===== src/rtl/pc_unit_if.sv =====
// Decoder/datapath-facing bundle for the program-counter stage.
// The slave side belongs to pc_unit. The master side belongs to the decoder and datapath.
interface pc_unit_if;
  logic [2:0]  PCSrc;
  logic        BranchTaken;
  logic [31:0] Imm32;
  logic [25:0] JT;
  logic [31:0] DatabusA;
  logic        Stall;
  logic [31:0] PC;
  logic [31:0] PCPlus4;
  logic        IntTaken;
  logic [31:0] RetPC;

  modport slave (
    input  PCSrc, BranchTaken, Imm32, JT, DatabusA, Stall,
    output PC, PCPlus4, IntTaken, RetPC
  );

  modport master (
    output PCSrc, BranchTaken, Imm32, JT, DatabusA, Stall,
    input  PC, PCPlus4, IntTaken, RetPC
  );
endinterface


===== src/rtl/pc_unit.sv =====
// Program-counter stage: PC register, next-PC select, IRQ synchroniser and interrupt arbitration.
// Optional build macro PC_UNIT_ALIGN_CHECK_EN: a misaligned register jump goes to the exception vector.
module pc_unit #(
  parameter logic [31:0] RESET_PC = 32'h8000_0000,
  parameter logic [31:0] ILLOP_PC = 32'h8000_0004,
  parameter logic [31:0] XADR_PC  = 32'h8000_0008
) (
  input  logic       clk,
  input  logic       reset,
  input  logic       IRQ,
  pc_unit_if.slave   bus
);

  logic [31:0] pc;
  logic [31:0] next_pc;
  logic [31:0] pc_plus4;
  logic [31:0] branch_target;
  logic [31:0] jump_target;
  logic [31:0] jr_target;
  logic        irq_s1;
  logic        irq_s2;
  logic        int_taken;
  logic        unused_imm_bits;

  // Bit 31 is the kernel flag, so every add runs on 31 bits and must never carry into it
  assign pc_plus4      = {pc[31], pc[30:0] + 31'd4};
  assign branch_target = {pc[31], pc_plus4[30:0] + {bus.Imm32[28:0], 2'b00}};
  assign jump_target   = {pc_plus4[31:28], bus.JT, 2'b00};
  assign jr_target     = {pc[31] & bus.DatabusA[31], bus.DatabusA[30:0]};
  assign unused_imm_bits = ^bus.Imm32[31:29];

  // Interrupts are masked in kernel mode and while stalled
  assign int_taken = irq_s2 & ~pc[31] & ~bus.Stall;

  always_ff @(posedge clk or posedge reset) begin
    if (reset) begin
      irq_s1 <= 1'b0;
      irq_s2 <= 1'b0;
    end else begin
      irq_s1 <= IRQ;
      irq_s2 <= irq_s1;
    end
  end

  always_comb begin
    next_pc = pc;
    if (bus.Stall) begin
      next_pc = pc;
    end else if (int_taken) begin
      next_pc = ILLOP_PC;
    end else begin
      case (bus.PCSrc)
        3'b000:  next_pc = pc_plus4;
        3'b001:  next_pc = bus.BranchTaken ? branch_target : pc_plus4;
        3'b010:  next_pc = jump_target;
`ifdef PC_UNIT_ALIGN_CHECK_EN
        3'b011:  next_pc = (bus.DatabusA[1:0] != 2'b00) ? XADR_PC : jr_target;
`else
        3'b011:  next_pc = jr_target;
`endif
        3'b100:  next_pc = ILLOP_PC;
        default: next_pc = XADR_PC;
      endcase
    end
  end

  always_ff @(posedge clk or posedge reset) begin
    if (reset) begin
      pc <= RESET_PC;
    end else begin
      pc <= next_pc;
    end
  end

  // A preempted instruction restarts on return, so the link is the current PC
  assign bus.PC       = pc;
  assign bus.PCPlus4  = pc_plus4;
  assign bus.IntTaken = int_taken;
  assign bus.RetPC    = int_taken ? pc : pc_plus4;

endmodule


===== src/flat_wrapper.sv =====
// flat-port wrapper written by rule: the top's interface ports become plain ports
module pc_unit_flat 
#(
  parameter logic [31:0] RESET_PC = 32'h8000_0000,
  parameter logic [31:0] ILLOP_PC = 32'h8000_0004,
  parameter logic [31:0] XADR_PC  = 32'h8000_0008
)
  (clk, reset, IRQ, bus_PCSrc, bus_BranchTaken, bus_Imm32, bus_JT, bus_DatabusA, bus_Stall, bus_PC, bus_PCPlus4, bus_IntTaken, bus_RetPC);
  pc_unit_if bus_i ();
  input  logic clk;
  input  logic reset;
  input  logic IRQ;
  input wire logic [$bits(bus_i.PCSrc)-1:0] bus_PCSrc;
  input wire logic [$bits(bus_i.BranchTaken)-1:0] bus_BranchTaken;
  input wire logic [$bits(bus_i.Imm32)-1:0] bus_Imm32;
  input wire logic [$bits(bus_i.JT)-1:0] bus_JT;
  input wire logic [$bits(bus_i.DatabusA)-1:0] bus_DatabusA;
  input wire logic [$bits(bus_i.Stall)-1:0] bus_Stall;
  output wire logic [$bits(bus_i.PC)-1:0] bus_PC;
  output wire logic [$bits(bus_i.PCPlus4)-1:0] bus_PCPlus4;
  output wire logic [$bits(bus_i.IntTaken)-1:0] bus_IntTaken;
  output wire logic [$bits(bus_i.RetPC)-1:0] bus_RetPC;
  assign bus_i.PCSrc = bus_PCSrc;
  assign bus_i.BranchTaken = bus_BranchTaken;
  assign bus_i.Imm32 = bus_Imm32;
  assign bus_i.JT = bus_JT;
  assign bus_i.DatabusA = bus_DatabusA;
  assign bus_i.Stall = bus_Stall;
  assign bus_PC = bus_i.PC;
  assign bus_PCPlus4 = bus_i.PCPlus4;
  assign bus_IntTaken = bus_i.IntTaken;
  assign bus_RetPC = bus_i.RetPC;
  pc_unit #(.RESET_PC(RESET_PC), .ILLOP_PC(ILLOP_PC), .XADR_PC(XADR_PC)) u_core (.clk(clk), .reset(reset), .IRQ(IRQ), .bus(bus_i));
endmodule

===== config.mk =====
export PLATFORM = sky130hd
export DESIGN_NAME = pc_unit_flat
export DESIGN_NICKNAME = d
export VERILOG_FILES = /design/src/rtl/pc_unit_if.sv /design/src/rtl/pc_unit.sv /design/src/flat_wrapper.sv
export SDC_FILE = /design/constraint.sdc
export NUM_CORES = 1
export LEC_CHECK = 0
export BUFFER_PORTS_ARGS = -buffer_cell sky130_fd_sc_hd__buf_2
export CORE_UTILIZATION = 25
export DETAILED_ROUTE_END_ITERATION = 10
export SETUP_SLACK_MARGIN = 0.3
export SYNTH_ARGS = -nofsm -noshare
export SYNTH_HDL_FRONTEND = slang
export SYNTH_SLANG_ARGS = --single-unit

===== constraint.sdc =====
create_clock -name clk -period 8.4 [get_ports clk]
set_input_delay 2.52 -clock clk [delete_from_list [all_inputs] [get_ports clk]]
set_output_delay 2.52 -clock clk [all_outputs]
set_load 0.1 [all_outputs]

==> results.cfg, run 1 <==
[synth]
netlist_area_um2 = 4702
yosysUniqueCellTypes = 67
syn-instance-count = 614
synth_fp_nets = 747
synth_area_leaders = dfrtp_1 18%, ha_1 9.0%, xnor2_1 7.6%
ys.flop_type = dfrtp_1
avgSynthCellArea_um2 = 7.658
ys_ff_latch = 34
ys_seq_area_frac = 0.1812
synth-edff-count = 0
synth_top_area_frac = 0.1756
synth-async-reset-ratio = 1.000
yosysWarnings = 0
yosys.area.top_type = dfrtp_1

[cts]
clockBufferDepth = 2
ctsResizeCount = 0
cts_sinks = 34
cts_root_buffer = clkbuf_16
cts_hold_buf = 0
clock_latency_ps = 280
tritoncts = built
cts_post_setup_buffers_inserted = 0
cts_buffers = 5
clk_pin_slew_ps = 50
htreeDepth = 2

[global_route]
antenna_found_initial = 0
track_usage = 0.1905
grt.overflow.total = 0
grt_pass1_vias = 4900
grt_max_degree = 39
grt_pass1_wl_mm = 28.55

[layout]
seq_area_um2 = 852.1
area_growth_syn_to_layout_pct = 27.25
drive_gt1_frac = 0.3044
multi_input_area_um2 = 3625
fin_nets = 904
nFillCells = 1950
num_antenna_cells = 0

[detailed_routing]
initialDrtViolationCount = 493
vias = 5291
wire_per_inst_um = 18.73
dr.pass1.iters = 9
antenna_left = 0
drc = 15
viasPerCell = 5.286
routed_wl_mm = 18.75

[timing]
relSlewSlack = 0.3548
setup_tns_ps = 0
finalHoldWorstSlack_ps = 349.3
period_share = 0.7910
hold_violations = 0
fin_crit_ps = 6645
worst_slew_pin_slew_ps = 962.6
setup_viol = 0
clock.fmax_ghz = 0.1505
rsz0062_at_grt = false
drv_slew = 0
fin_worst_skew_ps = 9.594

[run_status]
status = finished with violations
violations = DRC

[floorplan]
die_h_um = 139.1
core_area_um2 = 18210
initial_core_util = 0.2582
rows = 49
die_w_um = 139.1
die-area_um2 = 19360
io_pins = 195

[setup_path]
worstSetupPathType = primary input to primary output
end_kind = primary output
critPathLaunchType = primary input
crit_top_cell = buf_2
crit_arrival_ps = 4120
crit_path_max_incr_delay_ps = 460
cpMaxStageDelayCell = inv_1
path_cells = buf_2, nand2b_1, inv_1, nor2_1, nand3_1, xnor2_1, buf_2
worstPathMaxFanout = 15
critPathRequiredTime_ps = 5880
critPathTopFamily = buffers and inverters
worst-path-buf-inv = 3

[placement]
place_hpwl_mm = 14.78
place_congestion = 0.8613
place.port_buffers = 191

[hold_path]
hp-class = flip-flop to flip-flop

[power_and_ir_drop]
ir_drop_mv = 0.07120
power_density_nw_per_um2 = 193.1
p_leak_nw = 3.060

[job]
maxCapViolCount = 0
## Yosys cell counts (all sizes together) (4+ instances only)
cell type and n:
nor3 13, buf 17, xor2 36, nand2b 11
ha 34, nor3b 4, o21ai 35, inv 19
dfrtp 33, clkbuf 30, nand3 21, a222oi 16
nand2 54, a31oi 7, and3 11, a21o 11
a21oi 48, nor2b 6, o21bai 4, mux2 5
o221ai 4, nor2 60, a22o 13, a32oi 4
a221o 4, nand4 14, mux2i 8, xnor2 41
a22oi 4, o211ai 4
## cells in the final DEF, fill, tap and decap left out, drive strengths merged, types with 3 or more instances in the layout
cell / n
a211o: 3
a22oi: 4
o31ai: 3
nand2b: 11
mux2: 5
o211ai: 4
a32o: 3
a21o: 11
o221ai: 4
nand4: 14
xnor2: 41
o22ai: 3
o21bai: 4
and3: 11
inv: 19
a221o: 4
nand2: 54
nor2b: 6
ha: 34
mux2i: 8
a21oi: 48
nand3: 21
a32oi: 4
or3: 3
or2: 3
a222oi: 16
nor3: 13
a22o: 13
nor3b: 4
o21ai: 35
and2: 3
clkbuf: 7
a31oi: 7
dfrtp: 33
buf: 197
nor2: 60
a211oi: 3
a221oi: 3
xor2: 36
## through the flow
| step | worst slack, ps | power [mW] | cells | area [um2] | utilization |
|---|---|---|---|---|---|
| after global routing | 1651 | 1.209 | 1001 | 5983 | 0.3286 |
| after floorplan | 338.0 | 0.8273 | 614 | 4755 | - |
| after global placement | 1737 | 0.9644 | 993 | 5836 | 0.3205 |
| final | 1755 | 1.155 | 1001 | 5983 | 0.3286 |
| after CTS | 1720 | 1.159 | 1001 | 5983 | 0.3286 |
| after detailed placement | 1724 | 0.9654 | 993 | 5836 | 0.3205 |
## worst register-to-register path: stages (launching register included)
cell      delay [ps]
dfrtp_1          500
nand3_2          200
nor3_4           380
and3_1           450
nand3_1          170
xnor2_1          470
ha_1             400
a21oi_1          200
o21ai_0          190
a22o_1           270
a211o_1          310
a311oi_1         360
xor2_1           210
mux2i_1          200
nand3_1           80
## final timing paths
path                                         startpoint                            end  slack, ps  cells past startpoint
setup reg to reg           u_core.bus.PC[2]$_DFFE_PP0N_  u_core.bus.PC[30]$_DFFE_PP0N_       3890                     14
setup / recovery                              bus_Stall                  bus_RetPC[16]       1760                      7
hold / removal                  u_core.irq_s1$_DFF_PP0_        u_core.irq_s2$_DFF_PP0_        350                      0
min in group asynchronous                         reset   u_core.bus.PC[4]$_DFFE_PP0N_       2350                      3
max in group asynchronous                         reset  u_core.bus.PC[31]$_DFFE_PP1P_       5700                      3
hold reg to reg                 u_core.irq_s1$_DFF_PP0_        u_core.irq_s2$_DFF_PP0_        350                      0
## flip-flops by register name, indices dropped and copies added, names as in the netlist
register and count:
u_core.bus.PC 32, u_core.irq_s1 1, u_core.irq_s2 1
## layer usage
| layer | vias up | GRT usage | routed length, um |
|---|---|---|---|
| met4 | 0 | 0.04094 | 253 |
| met1 | 2475 | 0.2641 | 8411 |
| met5 | - | 0 | 0 |
| met3 | 16 | 0.02383 | 1422 |
| met2 | 239 | 0.3145 | 8661 |
| li1 | 2561 | - | - |
## logic make-up (layout without fill, tap and decap cells)
| logic type | count (synthesis) | in the layout | synth area share |
|---|---|---|---|
| DFF | 34 | 34 | 0.1812 |
| muxes | 13 | 13 | 0.02900 |
| xor gates and xnor gates | 77 | 77 | 0.1450 |
| adders and majority gates | 35 | 35 | 0.09473 |
| and+or+nand+nor | 208 | 208 | 0.2243 |
| buffers and inverters | 66 | 224 | 0.06120 |
| AOI/OAI and AO/OA | 181 | 181 | 0.2645 |
## cell type report
cell class / instances / area share
Multi-Input combinational cell: 514 / 0.6058
Sequential cell: 34 / 0.1424
Tap cell: 229 / 0.04789
Inverter: 19 / 0.01192
Clock inverter: 1 / 0.0008365
Clock buffer: 7 / 0.02384
Timing Repair Buffer: 197 / 0.1673
## where the power goes
group          internal, mW  total [mW]  switching [mW]
logic                 0.164       0.749           0.585
clock network         0.118       0.190          0.0719
registers             0.181       0.217          0.0358
total                 0.463        1.16           0.692
(Power assumes the default switching activity.)
==> run 2, diff against run 1 <==
==> constraint.sdc (replaced) <==
create_clock -name clk -period 6.9 [get_ports clk]
set_input_delay 2.07 -clock clk [delete_from_list [all_inputs] [get_ports clk]]
set_output_delay 2.07 -clock clk [all_outputs]
set_load 0.1 [all_outputs]
==> results.cfg, run 2 (same netlist as run 1, synthesis figures left out) <==
[timing]
drv_slew = 0
fin_crit_ps = 5605
relSlewSlack = 0.3307
rsz0062_at_grt = false
period_share = 0.8124
worst_slew_pin_slew_ps = 998.6
setup_tns_ps = 0
setup_viol = 0
hold_violations = 0
setup_ws_ps = 1295
fin_worst_skew_ps = 7.021
clock.fmax_ghz = 0.1784

[hold_path]
hp-class = flip-flop to flip-flop
worstHoldEndpoint = u_core.irq_s2$_DFF_PP0_
whs_path_depth = 0
hold_start = u_core.irq_s1$_DFF_PP0_

[setup_path]
crit_arrival_ps = 3540
path_cells = buf_2, nand2b_1, inv_1, buf_4, nand2_1, o21ai_4, buf_2
end_kind = primary output
critPathRequiredTime_ps = 4830
critPathLaunchType = primary input
crit_top_cell = buf_2
reg2reg_from = u_core.bus.PC[2]$_DFFE_PP0N_
worstSetupPathType = primary input to primary output
cpMaxStageDelayCell = buf_2
timing.rr.end = u_core.bus.PC[30]$_DFFE_PP0N_
worstPathMaxFanout = 10
r2r_setup_slack_ps = 2200
crit_path_max_incr_delay_ps = 430
reg2reg_depth = 14

[floorplan]
die_h_um = 139.1
initial_core_util = 0.2582
die_w_um = 139.1
die-area_um2 = 19360
io_pins = 195
rows = 49
core_area_um2 = 18210

[layout]
nFillCells = 1946
largest_reg_flops = 32
layout_common_cells = 188 x buf_2, 56 x nor2_1, 53 x nand2_1
area_growth_syn_to_layout_pct = 30.97
fin_nets = 905
num_antenna_cells = 0
stdcell_area_um2 = 6158
final_common_cell = buf_2
drive_gt1_frac = 0.3092

[placement]
place_hpwl_mm = 15.10
place.port_buffers = 191
pre_cts_ws_ps = 1303
placed_area_um2 = 5992
place_congestion = 0.9010

[global_route]
grt_pass1_wl_mm = 29.04
track_usage = 0.1941
grt.overflow.total = 0
antenna_found_initial = 0
grt_max_degree = 39
grt_pass1_vias = 5109

[run_status]
status = finished with violations
violations = DRC

[cts]
ctsResizeCount = 0
clk_pin_slew_ps = 50
cts_sinks = 34
tritoncts = built
htreeDepth = 2
clockBufferDepth = 2
cts_root_buffer = clkbuf_16
cts_buffers = 5
clock_latency_ps = 290
cts_post_setup_buffers_inserted = 0
cts_hold_buf = 0

[power_and_ir_drop]
power_mw = 1.456
ir_drop_mv = 0.08493
p_leak_nw = 3.110
power_density_nw_per_um2 = 236.4

[detailed_routing]
antenna_left = 0
viasPerCell = 5.301
drc = 15
routed_wl_mm = 19.22
dr.pass1.iters = 10
initialDrtViolationCount = 461
vias = 5312
wire_per_inst_um = 19.18

[job]
maxCapViolCount = 0
## run 2: cell count changes in the layout (fill, tap and decap cells not counted), moves of 2 or more
cell,previous run,this run
buf_2,191,188
clkbuf_8,1,3
xnor2_4,0,2
xor2_4,0,5
xor2_2,6,1
buf_12,0,3
## run 2: worst max-delay path by stage
stage | from | endpoint | cells after the start
2_1_floorplan | bus_Stall | bus_RetPC[12] | 6
3_3_place_gp | bus_Stall | bus_RetPC[3] | 7
3_5_place_dp | bus_Stall | bus_RetPC[3] | 7
4_1_cts | bus_Stall | bus_RetPC[3] | 7
5_1_grt | bus_Stall | bus_RetPC[3] | 7
6_report | bus_Stall | bus_RetPC[3] | 7
## run 2: final cells by class
type	count	area (um2)	share of cell area
Multi-Input combinational cell	514	3729	0.6054
Tap cell	229	286.5	0.04653
Clock buffer	8	166.4	0.02702
Sequential cell	34	852.1	0.1384
Inverter	19	71.32	0.01158
Timing Repair Buffer	198	1054	0.1711
## run 2: routing by layer
| layer | part of all wire | global-route usage | routed length [um] |
|---|---|---|---|
| met1 | 0.45 | 0.2582 | 8688 |
| met2 | 0.47 | 0.3312 | 8952 |
| met5 | 0 | 0 | 0 |
| met4 | 0.014 | 0.03801 | 260 |
| met3 | 0.068 | 0.03039 | 1316 |
## run 2: critical path, delay by kind of cell
kind,cells,cell delay [ps]
buffers and inverters,4,1140
and+or+nand+nor,2,250
AOI/OAI and AO/OA,1,60
## run 2: power breakdown
group	internal (mW)	switching (mW)
Combinational	0.213	0.717
Sequential	0.220	0.0473
Clock	0.164	0.0951
Total	0.596	0.859
## run 2: metrics by stage
stage,std cells,hold WS (ps),utilization
after floorplan,614,331.2,-
after global placement,994,334.3,0.3291
after detailed placement,994,341.3,0.3291
after CTS,1002,353.6,0.3382
after global routing,1002,366.1,0.3382
final,1002,349.7,0.3382
==> run 3, diff against run 2 <==
==> constraint.sdc (replaced) <==
create_clock -name clk -period 5 [get_ports clk]
set_input_delay 1.5 -clock clk [delete_from_list [all_inputs] [get_ports clk]]
set_output_delay 1.5 -clock clk [all_outputs]
set_load 0.1 [all_outputs]
==> results.cfg, run 3 (same netlist as run 1, synthesis figures left out) <==
[cts]
clock_latency_ps = 270
cts_root_buffer = clkbuf_16
clockBufferDepth = 2
htreeDepth = 2
cts_sinks = 34
cts_hold_buf = 0
clk_pin_slew_ps = 50
tritoncts = built
cts_buffers = 5
cts_post_setup_buffers_inserted = 0
ctsResizeCount = 0

[floorplan]
rows = 49
die-area_um2 = 19360
die_w_um = 139.1
core_area_um2 = 18210
io_pins = 195
die_h_um = 139.1
initial_core_util = 0.2582

[run_status]
violations = DRC
status = finished with violations

[detailed_routing]
wire_per_inst_um = 19.29
dr.pass1.iters = 9
antenna_left = 0
initialDrtViolationCount = 508
vias = 5292
drc = 16
routed_wl_mm = 19.46
viasPerCell = 5.245

[power_and_ir_drop]
p_leak_nw = 3.407
power.switching_mw = 1.208
ir_drop_mv = 0.1273
swShare = 0.5743
power_density_nw_per_um2 = 291.5
comb_power_share = 0.673
p_int_uw = 894.9
power.share.sequential = 0.186
power_mw = 2.103
clock_power_share = 0.141

[hold_path]
hp-class = flip-flop to flip-flop

[layout]
area_growth_syn_to_layout_pct = 53.41
nFillCells = 1866
drive_gt1_frac = 0.4000
largest_reg_flops = 32
fin_nets = 912
layout_common_cells = 160 x buf_2, 53 x nand2_1, 48 x a21oi_1, 48 x nor2_1, 34 x ha_1
seq_area_um2 = 878.3
final_common_cell = buf_2
final_cells = 1009
multi_input_area_um2 = 4327
num_antenna_cells = 0
stdcell_area_um2 = 7213

[global_route]
grt_max_degree = 39
grt_pass1_vias = 5028
antenna_found_initial = 0
track_usage = 0.1985
grt_pass1_wl_mm = 29.55
grt.overflow.total = 0

[placement]
place_hpwl_mm = 15.70
placed_area_um2 = 7063
place_congestion = 0.8868
dp.cells = 1001
place.port_buffers = 191

[timing]
hold_violations = 0
worst_slew_pin_slew_ps = 841.6
setup_viol = 0
period_share = 0.9048
relSlewSlack = 0.4390
clock.fmax_ghz = 0.2211
finalHoldWorstSlack_ps = 345.3
fin_worst_skew_ps = 5.412
setup_tns_ps = 0
fin_crit_ps = 4524
rsz0062_at_grt = true
drv_slew = 0

[setup_path]
critPathTopFamily = simple AND/OR/NAND/NOR gates
critPathLaunchType = flip-flop
worst-path-buf-inv = 2
crit_arrival_ps = 3020
path_cells = ha_1, and3_1, nand3_2, nor2_4, nand4_2, buf_4, nand2b_1, nor2_1, xor2_4, buf_12
critPathRequiredTime_ps = 3500
end_kind = primary output
worstPathMaxFanout = 6
cpMaxStageDelayCell = dfrtp_4
worstSetupPathType = flip-flop to primary output
crit_path_max_incr_delay_ps = 480

[job]
maxCapViolCount = 0
[run 3: changes by cell type in the layout (fill, tap and decap cells not counted), moves of 14 or more]
cell     delta
xnor2_2    +16
buf_12     +27
xnor2_1    -23
dfrtp_2    +15
buf_2      -28
xor2_1     -20
xor2_4     +14
dfrtp_1    -17
[run 3: through the flow]
stage / utilization / worst slack [ps]
after floorplan: - / 201.0
after global placement: 0.3879 / 529.6
after detailed placement: 0.3879 / 534.1
after CTS: 0.3954 / 410.6
after global routing: 0.3961 / 257.0
final: 0.3961 / 476.2
[run 3: area by class of cell]
class,instances,area share
multi-input cells,514,0.5998
repair buffers,205,0.2099
flip-flops and latches,34,0.1218
clock buffers,8,0.01891
inverters,19,0.009887
well taps,229,0.03972
[run 3: worst register-to-register path, stage by stage, from the launching register on]
cell,delay [ps]
dfrtp_4,480
ha_1,220
and3_1,280
nand3_2,210
nor2_4,240
nand4_4,230
nor2_4,200
xor2_4,210
ha_1,360
and3_1,240
and3_1,190
a22o_1,190
a211o_1,330
a311oi_2,340
xor2_1,220
mux2i_1,200
nand3_1,90
[run 3: power groups by stage]
stage | Sequential (mW) | Clock [mW] | Combinational, mW
CTS | 0.392 | 0.303 | 1.42
finish | 0.391 | 0.296 | 1.42
global placement | 0.396 | 0 | 1.41
detailed placement | 0.397 | 0 | 1.41
global route | 0.399 | 0.316 | 1.48
floorplan | 0.544 | 0 | 0.917
[run 3: path summary, 6_finish.rpt]
check | startpoint | end | slack [ps] | depth (start not counted)
worst max-delay path | u_core.bus.PC[2]$_DFFE_PP0N_ | bus_RetPC[24] | 480 | 10
worst min-delay path | u_core.irq_s1$_DFF_PP0_ | u_core.irq_s2$_DFF_PP0_ | 350 | 0
worst max register to register | u_core.bus.PC[2]$_DFFE_PP0N_ | u_core.bus.PC[30]$_DFFE_PP0N_ | 660 | 16
worst min register to register | u_core.irq_s1$_DFF_PP0_ | u_core.irq_s2$_DFF_PP0_ | 350 | 0
max in group asynchronous | reset | u_core.bus.PC[2]$_DFFE_PP0N_ | 3290 | 3
min in group asynchronous | reset | u_core.bus.PC[3]$_DFFE_PP0N_ | 1350 | 3
[run 3: layer usage]
layer	up-vias	track usage	part of all wire
li1	2572	-	-
met1	2503	0.2788	0.44
met2	213	0.3291	0.48
met3	4	0.02935	0.075
met4	0	0.02398	0.0022
met5	-	0	0
